$ cat src/rtl/uart_mult_engine.sv
// Two-byte UART multiplier: receives operand A then B, forms the 16-bit
// unsigned product by shift-add and transmits it high byte first.
module uart_mult_engine #(
    parameter logic [15:0] TIMEOUT = 16'd50000
) (
    input  logic        clk,
    input  logic        reset,
    input  logic [7:0]  rx_data,
    input  logic        rx_valid,
    input  logic        tx_ready,
    output logic [7:0]  tx_data,
    output logic        tx_start,
    output logic [15:0] result,
    output logic        result_valid,
    output logic        busy,
    output logic        overrun,
    output logic        timeout
);

    // state   | meaning
    // IDLE    | waiting for operand A
    // WAIT_B  | A held, counting idle cycles until operand B
    // MULT    | eight shift-add steps, one bit of B per cycle
    // SEND_HI | waiting for tx_ready to send result[15:8]
    // GAP_HI  | one cycle spacing after the high byte
    // SEND_LO | waiting for tx_ready to send result[7:0]
    // GAP_LO  | one cycle spacing after the low byte
    typedef enum logic [2:0] {
        IDLE, WAIT_B, MULT, SEND_HI, GAP_HI, SEND_LO, GAP_LO
    } state_t;

    state_t      state;
    logic [7:0]  a_reg;
    logic [7:0]  b_reg;
    logic [15:0] acc;
    logic [2:0]  bit_cnt;
    logic [15:0] wait_cnt;
    logic [15:0] addend;

    assign addend = b_reg[bit_cnt] ? ({8'd0, a_reg} << bit_cnt) : 16'd0;
    assign busy   = (state != IDLE);

    always_ff @(posedge clk) begin
        if (!reset) begin
            state        <= IDLE;
            a_reg        <= 8'd0;
            b_reg        <= 8'd0;
            acc          <= 16'd0;
            bit_cnt      <= 3'd0;
            wait_cnt     <= 16'd0;
            tx_data      <= 8'd0;
            tx_start     <= 1'b0;
            result       <= 16'd0;
            result_valid <= 1'b0;
            overrun      <= 1'b0;
            timeout      <= 1'b0;
        end else begin
            tx_start     <= 1'b0;
            result_valid <= 1'b0;

            // Any byte arriving outside the two operand-collecting states is dropped.
            if (rx_valid && state != IDLE && state != WAIT_B)
                overrun <= 1'b1;

            case (state)
                IDLE: begin
                    if (rx_valid) begin
                        a_reg    <= rx_data;
                        wait_cnt <= 16'd0;
                        state    <= WAIT_B;
                    end
                end
                WAIT_B: begin
                    if (rx_valid) begin
                        b_reg   <= rx_data;
                        acc     <= 16'd0;
                        bit_cnt <= 3'd0;
                        state   <= MULT;
                    end else if (wait_cnt == TIMEOUT - 16'd1) begin
                        timeout <= 1'b1;
                        a_reg   <= 8'd0;
                        state   <= IDLE;
                    end else begin
                        wait_cnt <= wait_cnt + 16'd1;
                    end
                end
                MULT: begin
                    acc     <= acc + addend;
                    bit_cnt <= bit_cnt + 3'd1;
                    if (bit_cnt == 3'd7) begin
                        result       <= acc + addend;
                        result_valid <= 1'b1;
                        state        <= SEND_HI;
                    end
                end
                SEND_HI: begin
                    if (tx_ready) begin
                        tx_data  <= result[15:8];
                        tx_start <= 1'b1;
                        state    <= GAP_HI;
                    end
                end
                GAP_HI: state <= SEND_LO;
                SEND_LO: begin
                    if (tx_ready) begin
                        tx_data  <= result[7:0];
                        tx_start <= 1'b1;
                        state    <= GAP_LO;
                    end
                end
                GAP_LO: state <= IDLE;
                default: state <= IDLE;
            endcase
        end
    end

endmodule

$ cat config.mk
export PLATFORM = sky130hd
export DESIGN_NAME = uart_mult_engine
export DESIGN_NICKNAME = d
export VERILOG_FILES = /design/src/rtl/uart_mult_engine.sv
export SDC_FILE = /design/constraint.sdc
export NUM_CORES = 1
export LEC_CHECK = 0
export ABC_AREA = 1
export CAP_MARGIN = 20
export CORE_MARGIN = 5
export CORE_UTILIZATION = 63
export CTS_BUF_LIST = sky130_fd_sc_hd__clkbuf_16
export CTS_CLUSTER_DIAMETER = 200
export DETAILED_ROUTE_END_ITERATION = 8
export PLACE_DENSITY = 0.9
export SETUP_SLACK_MARGIN = 0.15
export SLEW_MARGIN = 0
export SYNTH_ARGS = -nofsm -noshare
export SYNTH_HDL_FRONTEND = slang
export SYNTH_SLANG_ARGS = --single-unit
$ cat constraint.sdc
create_clock -name clk -period 7.2 [get_ports clk]
set_input_delay 1.44 -clock clk [delete_from_list [all_inputs] [get_ports clk]]
set_output_delay 1.44 -clock clk [all_outputs]
set_load 0.005 [all_outputs]
; ---- Yosys cells after proc, flatten, opt, wreduce, memory -nomap -nowiden
; Cells that the tools add are included.
[op_classes]
n_addsub = 3
order_cmp = 1
n_eq_ne = 17
n_shift = 1
mux = 26
bitwise = 1
reduce_logical = 18
[op_table]
columns = operator, count
row1 = $mux W16, 4
row2 = $pmux W16 S2, 2
row3 = $mux W8, 5
row4 = $pmux W8 S2, 2
row5 = $mux W3, 7
row6 = $pmux W3 S6, 1
row7 = $add A16 B1 Y16 const B, 1
row8 = $add A16 B16 Y16, 1
row9 = $eq A16 B16 Y1 const B, 1
row10 = $ne A2 B2 Y1 const B, 8
row11 = $shl A8 B3 Y16, 1
row12 = $reduce_and A2 Y1, 5
row13 = $eq A3 B3 Y1 const B, 3
row14 = $reduce_and A4 Y1, 2
row15 = $eq A3 B2 Y1 const B, 2
row16 = $pmux W3 S2, 1
row17 = $reduce_and A3 Y1, 2
row18 = $reduce_bool A2 Y1, 3
row19 = $reduce_and A5 Y1, 1
row20 = $lt A3 B4 Y1 const B, 1
row21 = $add A3 B1 Y3 const B, 1
row22 = $bmux W1 S3, 1
row23 = $eq A3 B1 Y1 const B, 1
row24 = $logic_not A3 Y1, 1
row25 = 7 further kinds, 10
[word_totals]
ff_bits = 82
inputBits = 12
out_inout_bits = 29
elab_cells = 79

; ---- Longest topological paths before layout
; Gate-level depths: netlist of run 1.
[logic_depth]
ltp_word = 5
depth_mapped = 21
ltp_nobuf = 20

; ---- Worst setup path after synthesis of run 1
; Ideal clock, no wire load.
[synth_path]
kind = flip-flop to flip-flop
startpoint = register bit_cnt[0]
endpoint = register result[12]
setup_time_ns = 0.109
arrival_ns = 2.394
t_required_ns = 7.091
path_slack_ns = 4.697
path_stages_with_launch = 21
n_path_buf = 1
period_less_slack_ns = 2.503
cell_sequence = dfxtp_1 buf_2 clkinv_1 a21oi_1 o21ai_0 nand2_1 nand2_1 nor3_1 ha_1 inv_1 fa_1 inv_1 nand3_1 nand2_1 nand3_1 nand3_1 nand2_1 nand2_1 nand2_1 nand2_1 inv_1
[synth_between]
elab_chain_cells = 4
elab_cells_between_ends = 7
cone_classes = 1 x add/sub / 1 x eq/ne / 1 x shift / 3 x mux / 1 x reduce/logical
[synth_rtl]
columns = element, line_no
row1 = "start, declared", 36  ; logic [2:0] bit_cnt;
row2 = "start signal, assigned", 89  ; bit_cnt <= bit_cnt + 3'd1;
row3 = $bmux W1 S3, 40  ; assign addend = b_reg[bit_cnt] ? ({8'd0, a_reg} << bit_cnt) : 16'd0;
row4 = $mux W1 (not written as such), 40
row5 = $mux W16, 40
row6 = $add A16 B16 Y16, 91  ; result <= acc + addend;
row7 = "end signal, assigned", 91
row8 = "end, declared", 13  ; output logic [15:0] result,
; Several ways; a longest one is shown, not always the timed one. The select of a mux whose other input is x is not followed.
; A chain may end at the register's enable or synchronous reset.

; ---- Worst setup path after layout of run 1
[layout_path]
startpoint = register bit_cnt[1]
endpoint = register result[15]
; Same word-level chain as after synthesis.

==> metrics.md, run 1 <==
| Metric | Value |
|---|---|
| Clock Path Buffers | 2 |
| First-pass GRT wire length | roughly 22000 um |
| Worst-margin pin slew | between 0.6 and 0.7 ns |
| Top-count cell post-synth | nand2_1 |
| Dominant cell type by area after synthesis | dfxtp_1 |
| Slew Limit Fails | 0 |
| CP Launch Type | register |
| Routed WL | 12760 um |
| Via count | 5083 |
| Antenna-violating nets left | 0 |
| Worst Path Class, Setup | reg2reg |
| Netlist cell types | 42 |
| CP max FO | 19 |
| Seq pwr share | 0.372 |
| Sequential cell area fraction in the yosys report | 0.3254 |
| Most used DFF post-synth | dfxtp_1 |
| Largest net degree at the start of global routing | 38 |
| Row count | 32 |
| Max Clk Rate | around 290 MHz |
| Max IR drop VDD | ~0.30 mV |
| Synth Instances | 780 |
| Syn_area_per_cell | ~6.5 um^2 |
| Layout Nets | about 840 |
| Routed len/inst | ~14 um |
| Sinks on Clock Net | just over 80 |
| PwrDens | between 200 and 300 mW/mm^2 |
| DRC viols | 0 |
| Area growth syn-to-layout | 13.37% |
| H-tree levels | 3 |
| Io pins | 41 |
| Post-synth EDFFs | 0 |
| Grt total ovfl | 0 |
| Gpl congestion | about 0.93 |
| Tmin final | about 3.4 ns |
| Initial DRT Pass Iterations | 5 |
| Net switching power | 0.5604 mW |
| Port Buffer Count | 40 |
| TritonCTS clock tree | done |
| Internal power | between 0.8 and 0.9 mW |
| Via density | 5.561 |
| YS warnings | 0 |
| Die width | 99.49 um |
| Die H | just under 100 um |
| RSZ-0062 raised after global routing | no |
| Core area | roughly 0.008 mm^2 |
| Worst-skew pair later-pin latency | 0.34 ns |
| Initial core utilization | 0.6495 |
| Status | finished clean |
| #FFs+latches synth | just over 80 |
| Starting DRT DRC Count | around 350 |
| Num CTS Buffers | 9 |
| Setup TNS | 0 ns |
| Setup Fix Bufs, Post-CTS | 0 |
| Critical Path RT | roughly 7.4 ns |
| Vias in the first global route | 4859 |
| WP data arrival | approximately 3.7 ns |
| Syn Nets | approximately 810 |
| Clk pwr share | 0.293 |
| Synth top cells by count | nand2_1 (208), inv_1 (107), nor2_1 (89) |
| HPWL Detailed | roughly 9000 um |
| Post-synth top area share | 0.3254 |
| Clk_skew | around 0.0062 ns |
| # diodes | 0 |
| Clock-pin slew on the worst setup and hold paths | around 0.060 ns |
| CTS hold repair buffers | 0 |
| Leak pwr | 2.584 nW |
| Fraction of layout cells with a size suffix above 1 | 0.05911 |
| Hold Crit Class | reg2reg |
| GRT Overall Usage | 0.2670 |
| Final hold violations | 0 |
| Max cap viols | 0 |
| Synthesized cell area | just over 0.005 mm^2 |
| Slew headroom | 0.5338 |
| Regs by FF count | acc: 16 flops, result: 16 flops, wait_cnt: 16 flops |
| Switching portion of total power | 0.3880 |
| Element type at the critical path end | register |
| PostCTS Resize Cnt | 0 |
| Ys async rst share | 0 |
| Combinational fraction of design power | 0.335 |
| Initial antenna violation count | 0 |
| Period utilisation layout | 0.4791 |
| # fillers | 624 |
| Die Area | 0.009897 mm^2 |
| Post-route total power | about 1.4 mW |
| Root Driver | clkbuf_16 |
| Top cells by area, synth | dfxtp_1 (33%), nand2_1 (15%), inv_1 (8.0%) |
| Final setup fails | 0 |
-- metrics by stage --
| step | setup slack (ns) | instance area [um^2] | util | cells | hold WS [ns] |
|---|---|---|---|---|---|
| 2_1_floorplan | 4.697 | 5045 | - | 780 | 0.4298 |
| 6_report | 3.750 | 5719 | 0.7363 | 914 | 0.4529 |
| 3_5_place_dp | 3.684 | 5446 | 0.7012 | 898 | 0.4443 |
| 4_1_cts | 3.824 | 5719 | 0.7363 | 914 | 0.4531 |
| 3_3_place_gp | 3.739 | 5446 | 0.7012 | 898 | 0.4426 |
| 5_1_grt | 3.347 | 5719 | 0.7363 | 914 | 0.4772 |
-- worst max-delay path: stages (launching register included) --
cell,delay (ns)
dfxtp_1,0.70
clkinv_1,0.40
a21oi_1,0.23
o21ai_0,0.10
nand2_1,0.07
nand2_1,0.13
nand2_1,0.23
o21ai_0,0.15
inv_1,0.10
ha_1,0.28
nand2_1,0.12
inv_1,0.07
a21oi_1,0.15
nand2_1,0.12
nand2_1,0.11
nand3_1,0.09
nand2_1,0.14
nand2_1,0.07
nand2_1,0.07
inv_1,0.03
-- cells in the final DEF (no fill, tap or decap), types with 2 or more instances in the layout --
cell type	Yosys	final
clkinv_1	3	4
nand2_2	6	6
inv_1	107	108
nor3_1	16	16
a21oi_2	9	9
nand4_1	9	9
dfxtp_1	82	82
nand2_4	4	4
a21o_1	2	2
nor2_1	89	89
o21ai_0	35	35
clkdlybuf4s50_1	0	40
clkbuf_16	0	9
o21a_1	5	5
ha_1	18	18
xor2_1	8	8
xnor2_1	4	4
clkinv_4	0	4
a211oi_1	16	16
a21oi_1	56	56
nand3_1	53	53
inv_2	7	7
buf_4	2	2
mux2i_1	2	2
nand2_1	208	208
-- metal layers --
layer	GRT usage	share of wire	vias up
met2	0.4473	0.47	198
met4	0.1418	0.036	0
met5	0	0	-
li1	-	-	2545
met1	0.3250	0.43	2309
met3	0.04839	0.066	31
-- cell families after synthesis --
logic type	after synthesis	share of synthesized area
compound gates	128	0.1471
xor+xnor	12	0.02083
fa+ha+maj	19	0.04861
buf+inv	143	0.1151
flops	82	0.3254
mux	2	0.003968
simple gates	394	0.3390
-- cell type report --
| type | instances | area [um^2] | share of cell area |
|---|---|---|---|
| timing repair buffer | 42 | 415.4 | 0.07263 |
| clock buffer | 9 | 225.2 | 0.03938 |
| inverter | 117 | 439.2 | 0.07679 |
| tap | 102 | 127.6 | 0.02231 |
| sequential | 82 | 1642 | 0.2870 |
| multi-input combinational | 555 | 2823 | 0.4935 |
| clock inverter | 7 | 47.55 | 0.008313 |
-- power groups by stage --
stage | clock [mW] | sequential [mW] | combinational, mW
2_1_floorplan | 0 | 0.533 | 0.403
3_3_place_gp | 0 | 0.543 | 0.457
3_5_place_dp | 0 | 0.546 | 0.473
4_1_cts | 0.429 | 0.536 | 0.478
5_1_grt | 0.451 | 0.543 | 0.539
6_report | 0.424 | 0.537 | 0.484
-- final timing paths --
check             slack [ns]  startpoint          to  depth (start not counted)
setup / recovery        3.75  bit_cnt[1]  result[15]                         19
hold / removal          0.45    b_reg[1]    b_reg[1]                          2
setup reg to reg        3.75  bit_cnt[1]  result[15]                         19
hold reg to reg         0.45    b_reg[1]    b_reg[1]                          2
(Power assumes the default switching activity.)
==> run 2: changes to the inputs <==
--- a/config.mk
+++ b/config.mk
@@ -8,11 +8,11 @@
 export ABC_AREA = 1
 export CAP_MARGIN = 20
 export CORE_MARGIN = 5
-export CORE_UTILIZATION = 63
+export CORE_UTILIZATION = 59
 export CTS_BUF_LIST = sky130_fd_sc_hd__clkbuf_16
 export CTS_CLUSTER_DIAMETER = 200
 export DETAILED_ROUTE_END_ITERATION = 8
-export PLACE_DENSITY = 0.9
+export PLACE_DENSITY = 0.86
 export SETUP_SLACK_MARGIN = 0.15
 export SLEW_MARGIN = 0
 export SYNTH_ARGS = -nofsm -noshare
==> constraint.sdc (replaced) <==
create_clock -name clk -period 3.4 [get_ports clk]
set_input_delay 0.68 -clock clk [delete_from_list [all_inputs] [get_ports clk]]
set_output_delay 0.68 -clock clk [all_outputs]
set_load 0.005 [all_outputs]
==> metrics.md, run 2 (synthesis results as in run 1) <==
| Metric | Value |
|---|---|
| Root Driver | clkbuf_16 |
| Slew Limit Fails | 0 |
| Clk pwr share | 0.309 |
| Grt total ovfl | 0 |
| Die Area | ~0.011 mm^2 |
| Layout Nets | about 840 |
| M2 GR Usage | 0.4230 |
| Slew headroom | 0.5215 |
| Die H | around 100 um |
| # diodes | 0 |
| Internal power | just under 2 mW |
| Starting DRT DRC Count | ~350 |
| Clk_skew | about 0.011 ns |
| Commonest non-fill, non-tap cell in the layout | nand2_1 |
| CP top delay family | simple AND/OR/NAND/NOR gates |
| Largest net degree at the start of global routing | 28 |
| CP max FO | 9 |
| Core area | just over 0.008 mm^2 |
| Worst-skew pair later-pin latency | 0.34 ns |
| Worst-margin pin slew | approximately 0.72 ns |
| Initial antenna violation count | 0 |
| TritonCTS clock tree | done |
| Switching portion of total power | 0.3776 |
| First-pass GRT wire length | around 22000 um |
| # placed instances | around 900 |
| Max cap viols | 0 |
| PwrDens | ~540 mW/mm^2 |
| Critical Path RT | between 3 and 4 ns |
| Met3 usage | 0.04505 |
| WP data arrival | 3.15 ns |
| Leak pwr | between 2 and 3 nW |
| RSZ-0062 raised after global routing | no |
| Footprint of the multi-input gates | between 0.002 and 0.003 mm^2 |
| Setup Fix Bufs, Post-CTS | 0 |
| CTS hold repair buffers | 0 |
| Gpl congestion | 0.9547 |
| Final core occ | 0.6983 |
| Routed WL | ~13000 um |
| CP Launch Type | register |
| Row count | 33 |
| Num CTS Buffers | 9 |
| Tmin final | between 2 and 3 ns |
| Routed len/inst | ~14 um |
| Busiest layer in global routing | met2 |
| CP max stage delay | about 0.40 ns |
| Seq pwr share | 0.358 |
| Combinational fraction of design power | 0.333 |
| Most frequent cells in the layout | nand2_1 (208), inv_1 (108), nor2_1 (89), dfxtp_1 (82), a21oi_1 (56) |
| H-tree levels | 3 |
| Worst Path Class, Setup | reg2reg |
| Net switching power | about 1.2 mW |
| HPWL Detailed | approximately 9500 um |
| Period utilisation layout | 0.8486 |
| Slowest-stage cell, CP | fa_1 |
| Hold_ws | 0.4575 ns |
| Port Buffer Count | 40 |
| Final setup fails | 0 |
| Vias in the first global route | about 4700 |
| Clock Path Buffers | 2 |
| Die width | 102.5 um |
| # fillers | between 700 and 800 |
| Initial DRT Pass Iterations | 5 |
| Final hold violations | 0 |
| Fraction of layout cells with a size suffix above 1 | 0.06380 |
| Io pins | 41 |
| Element type at the critical path end | register |
| Area growth syn-to-layout | 14.31% |
| Regs by FF count | acc: 16 flops, result: 16 flops, wait_cnt: 16 flops |
| Worst Path Buf+Inv | 3 |
| Antenna-violating nets left | 0 |
| Most frequent CP cell | nand2_1 |
| Storage cell area | 0.001642 mm^2 |
| Via count | 4937 |
| Hold Crit Class | reg2reg |
| Max IR drop VDD | about 0.58 mV |
| Final Non-Filler Cells | between 900 and 1000 |
| PostCTS Resize Cnt | 0 |
| Clock-pin slew on the worst setup and hold paths | roughly 0.06 ns |
| Crit path cell chain | clkinv_1 > a21oi_1 > o21ai_0 > nand2_1 > nand2_1 > nor3_1 > ha_1 > inv_1 > fa_1 > inv_1 > nand3_1 > nand2_1 > a21oi_1 > xnor2_1 > nand2_1 > a21oi_1 |
| Status | finished clean |
| Setup TNS | 0 ns |
| Initial core utilization | 0.6109 |
| Max Clk Rate | roughly 350 MHz |
| GRT Overall Usage | 0.2546 |
| DRC viols | 0 |
| Sinks on Clock Net | 82 |
| Via density | 5.366 |
| Met1 usage | 0.3215 |
## run 2: cell types whose count changed in the layout (fill, tap and decap cells not counted), sizes merged
cell and delta:
buf +3, clkinv -3, bufinv +1, clkinvlp +1, inv +1
## run 2: power by group through the flow
stage	combinational, mW	sequential, mW	clock (mW)
6_report	1.04	1.12	0.969
5_1_grt	1.16	1.13	1.03
4_1_cts	1.03	1.12	0.979
3_5_place_dp	1.02	1.14	0
3_3_place_gp	1.01	1.14	0
2_1_floorplan	0.854	1.13	0
## run 2: worst paths after layout
kind	start	end	slack [ns]	cells after the start
max	bit_cnt[1]	acc[8]	0.51	16
min	tx_data[0]	tx_data[0]	0.46	2
max reg2reg	bit_cnt[1]	acc[8]	0.51	16
min reg2reg	tx_data[0]	tx_data[0]	0.46	2
## run 2: cell type report
cell class              count  share of cell area
inverters                 117             0.07616
repair buffers             45             0.07594
flip-flops and latches     82              0.2847
multi-input cells         555              0.4895
well taps                 105             0.02278
clock inverters             7             0.01193
clock buffers               9             0.03905
## run 2: metrics by stage
stage	instance area, um^2	setup slack, ns	total power, mW
4_1_cts	5767	0.5256	3.135
3_5_place_dp	5473	0.6164	2.165
5_1_grt	5767	0.2607	3.330
6_report	5767	0.5148	3.135
2_1_floorplan	5045	0.8971	1.982
3_3_place_gp	5473	0.7459	2.142
## run 2: per-layer routing
metal | vias up | part of all wire
met3 | 38 | 0.046
met4 | 0 | 0.036
met5 | - | 0
met2 | 144 | 0.47
li1 | 2545 | -
met1 | 2210 | 0.45
## run 2: worst reg2reg max path: stages, from the launching register on
cell and delay [ns]:
dfxtp_1 0.39, clkinv_1 0.22, a21oi_1 0.17, o21ai_0 0.09, nand2_1 0.08, nand2_1 0.11, nor3_1 0.17, ha_1 0.19
inv_1 0.06, fa_1 0.40, inv_1 0.09, nand3_1 0.06, nand2_1 0.16, a21oi_1 0.14, xnor2_1 0.27, nand2_1 0.08
a21oi_1 0.14
==> run 3: changes to the inputs <==
--- a/config.mk
+++ b/config.mk
@@ -8,11 +8,11 @@
 export ABC_AREA = 1
 export CAP_MARGIN = 20
 export CORE_MARGIN = 5
-export CORE_UTILIZATION = 59
+export CORE_UTILIZATION = 53
 export CTS_BUF_LIST = sky130_fd_sc_hd__clkbuf_16
 export CTS_CLUSTER_DIAMETER = 200
 export DETAILED_ROUTE_END_ITERATION = 8
-export PLACE_DENSITY = 0.86
+export PLACE_DENSITY = 0.82
 export SETUP_SLACK_MARGIN = 0.15
 export SLEW_MARGIN = 0
 export SYNTH_ARGS = -nofsm -noshare
==> constraint.sdc (replaced) <==
create_clock -name clk -period 2.4 [get_ports clk]
set_input_delay 0.48 -clock clk [delete_from_list [all_inputs] [get_ports clk]]
set_output_delay 0.48 -clock clk [all_outputs]
set_load 0.005 [all_outputs]
==> metrics.md, run 3 (synthesis results as in run 1) <==
| Metric | Value |
|---|---|
| Status | complete, but fails checks |
| Failing checks | setup timing |
| CP max stage delay | approximately 0.36 ns |
| # diodes | 0 |
| TritonCTS clock tree | done |
| Final setup fails | 16 |
| Commonest non-fill, non-tap cell in the layout | nand2_1 |
| Area growth syn-to-layout | 32.22% |
| DRC viols | 0 |
| Post-Place Setup Slack | -0.2774 ns |
| Vias in the first global route | 5159 |
| Layout Nets | about 880 |
| Die width | 107.6 um |
| Worst R2R Start | bit_cnt[0] |
| Placed Area | just under 0.006 mm^2 |
| CP top delay family | compound AO/OA/AOI/OAI gates |
| Grt total ovfl | 0 |
| Max Clk Rate | between 300 and 400 MHz |
| Worst Path Buf+Inv | 5 |
| HPWL Detailed | 9771 um |
| CP Launch Type | register |
| Fraction of layout cells with a size suffix above 1 | 0.2265 |
| Levels on crit path | 17 |
| First-pass GRT wire length | 23280 um |
| Switching portion of total power | 0.3881 |
| Initial antenna violation count | 0 |
| Sinks on Clock Net | just over 80 |
| Net switching power | between 1.5 and 2 mW |
| Internal power | slightly below 3 mW |
| Crit path launch | bit_cnt[0] |
| Initial DRT Pass Iterations | 5 |
| Clk pwr share | 0.299 |
| Worst-skew pair later-pin latency | approximately 0.35 ns |
| Root Driver | clkbuf_16 |
| Crit path cell chain | buf_6 > nand2_1 > a21oi_1 > a31oi_2 > nor2_1 > o21ai_1 > inv_1 > ha_4 > nand2_2 > inv_2 > buf_4 > nand2_1 > nand2_2 > a21oi_4 > xnor2_2 > o21bai_1 > inv_1 |
| GRT Overall Usage | 0.2471 |
| Num CTS Buffers | 9 |
| Footprint of the multi-input gates | 0.003383 mm^2 |
| R2R Setup Slk | -0.14 ns |
| Port Buffer Count | 40 |
| Slew Limit Fails | 0 |
| Seq pwr share | 0.337 |
| Initial core utilization | 0.5460 |
| Crit Reg-Reg Endpoint | result[8] |
| Largest net degree at the start of global routing | 28 |
| Io pins | about 40 |
| Worst Setup Slack, final | -0.1363 ns |
| Storage cell area | 0.001649 mm^2 |
| # fillers | around 700 |
| Combinational fraction of design power | 0.364 |
| Slowest-stage cell, CP | dfxtp_4 |
| Via count | 5400 |
| Starting DRT DRC Count | approximately 370 |
| Post-layout instance area | between 0.006 and 0.007 mm^2 |
| H-tree levels | 3 |
| Critical Path RT | about 2.6 ns |
| Hold Crit Class | reg2reg |
| Core area | approximately 0.0092 mm^2 |
| CTS hold repair buffers | 0 |
| Regs by FF count | acc: 16 flops, result: 16 flops, wait_cnt: 16 flops |
| Max cap viols | 0 |
| CP max FO | 5 |
| Die Area | 0.01157 mm^2 |
| RSZ-0062 raised after global routing | yes |
| Period utilisation layout | 1.057 |
| Max IR drop VDD | 0.6349 mV |
| Die H | 107.6 um |
| Element type at the critical path end | register |
| CP endpoint | result[8] |
| Gpl congestion | 0.9283 |
| Clk_skew | about 0.011 ns |
| Slew headroom | 0.5556 |
| Hold path startpoint | tx_data[3] |
| Leak pwr | a little under 3 nW |
| Worst Path Class, Setup | reg2reg |
| Routed WL | between 10000 and 15000 um |
| Antenna-violating nets left | 0 |
| Routed len/inst | around 15 um |
| WP data arrival | between 2 and 3 ns |
| Via density | approximately 5.5 |
| Worst reg2reg path depth | 17 |
| Clock-pin slew on the worst setup and hold paths | 0.07 ns |
| Clock Path Buffers | 2 |
| Most frequent cells in the layout | nand2_1 (177), inv_1 (102), nor2_1 (85), dfxtp_1 (78), nand3_1 (45) |
| Tmin final | 2.536 ns |
| Worst-margin pin slew | about 0.66 ns |
| Row count | 35 |
| PwrDens | 720.0 mW/mm^2 |
| Final hold violations | 0 |
## run 3: cell count changes in the layout (fill, tap and decap cells not counted), sizes merged
| cell | before | now |
|---|---|---|
| buf | 5 | 42 |
| clkinv | 6 | 5 |
| inv | 116 | 117 |
## run 3: per-layer routing
metal / up-vias / part of all wire / global-route usage
met5: - / 0 / 0
met4: 0 / 0.048 / 0.1181
met3: 72 / 0.064 / 0.05459
met2: 252 / 0.50 / 0.4361
met1: 2459 / 0.38 / 0.2807
li1: 2617 / - / -
## run 3: tightest hold or removal path, stage by stage (launching register included)
cell and delay [ns]:
dfxtp_1 0.31, inv_1 0.05, a211oi_1 0.05
## run 3: worst min path at each step
stage                 end  cells past startpoint
6_report       tx_data[3]                      2
5_1_grt        tx_data[3]                      2
4_1_cts        tx_data[3]                      2
3_5_place_dp   tx_data[3]                      2
3_3_place_gp   tx_data[4]                      2
2_1_floorplan    b_reg[2]                      2
## run 3: metrics by stage
step / hold slack [ns] / power, mW / std cells / utilization / setup TNS (ns)
6_report: 0.4545 / 4.803 / 981 / 0.7219 / -1.196
5_1_grt: 0.4716 / 5.064 / 981 / 0.7219 / -4.671
4_1_cts: 0.4566 / 4.695 / 978 / 0.6868 / 0
3_5_place_dp: 0.4438 / 3.196 / 958 / 0.6253 / -3.216
3_3_place_gp: 0.4430 / 3.144 / 958 / 0.6253 / -1.213
2_1_floorplan: 0.4298 / 2.833 / 780 / - / 0
## run 3: final cells by class
cell class                 count  area share
multi-input combinational    555      0.5072
tap                          129     0.02420
timing repair buffer          82      0.1092
inverter                     117     0.06734
sequential                    82      0.2472
clock inverter                 7     0.01107
clock buffer                   9     0.03376
## run 3: power by group through the flow
stage,sequential [mW],combinational [mW],clock (mW)
after floorplan,1.60,1.23,0
after global placement,1.62,1.53,0
after detailed placement,1.63,1.57,0
after CTS,1.61,1.64,1.44
after global routing,1.63,1.92,1.51
final,1.62,1.75,1.44
## run 3: timing repair
action	in CTS	in global routing
setup buffers	3	3
gates resized for setup	63	72
gates cloned	1	0
setup endpoints to repair	26	31
pin swaps	6	15
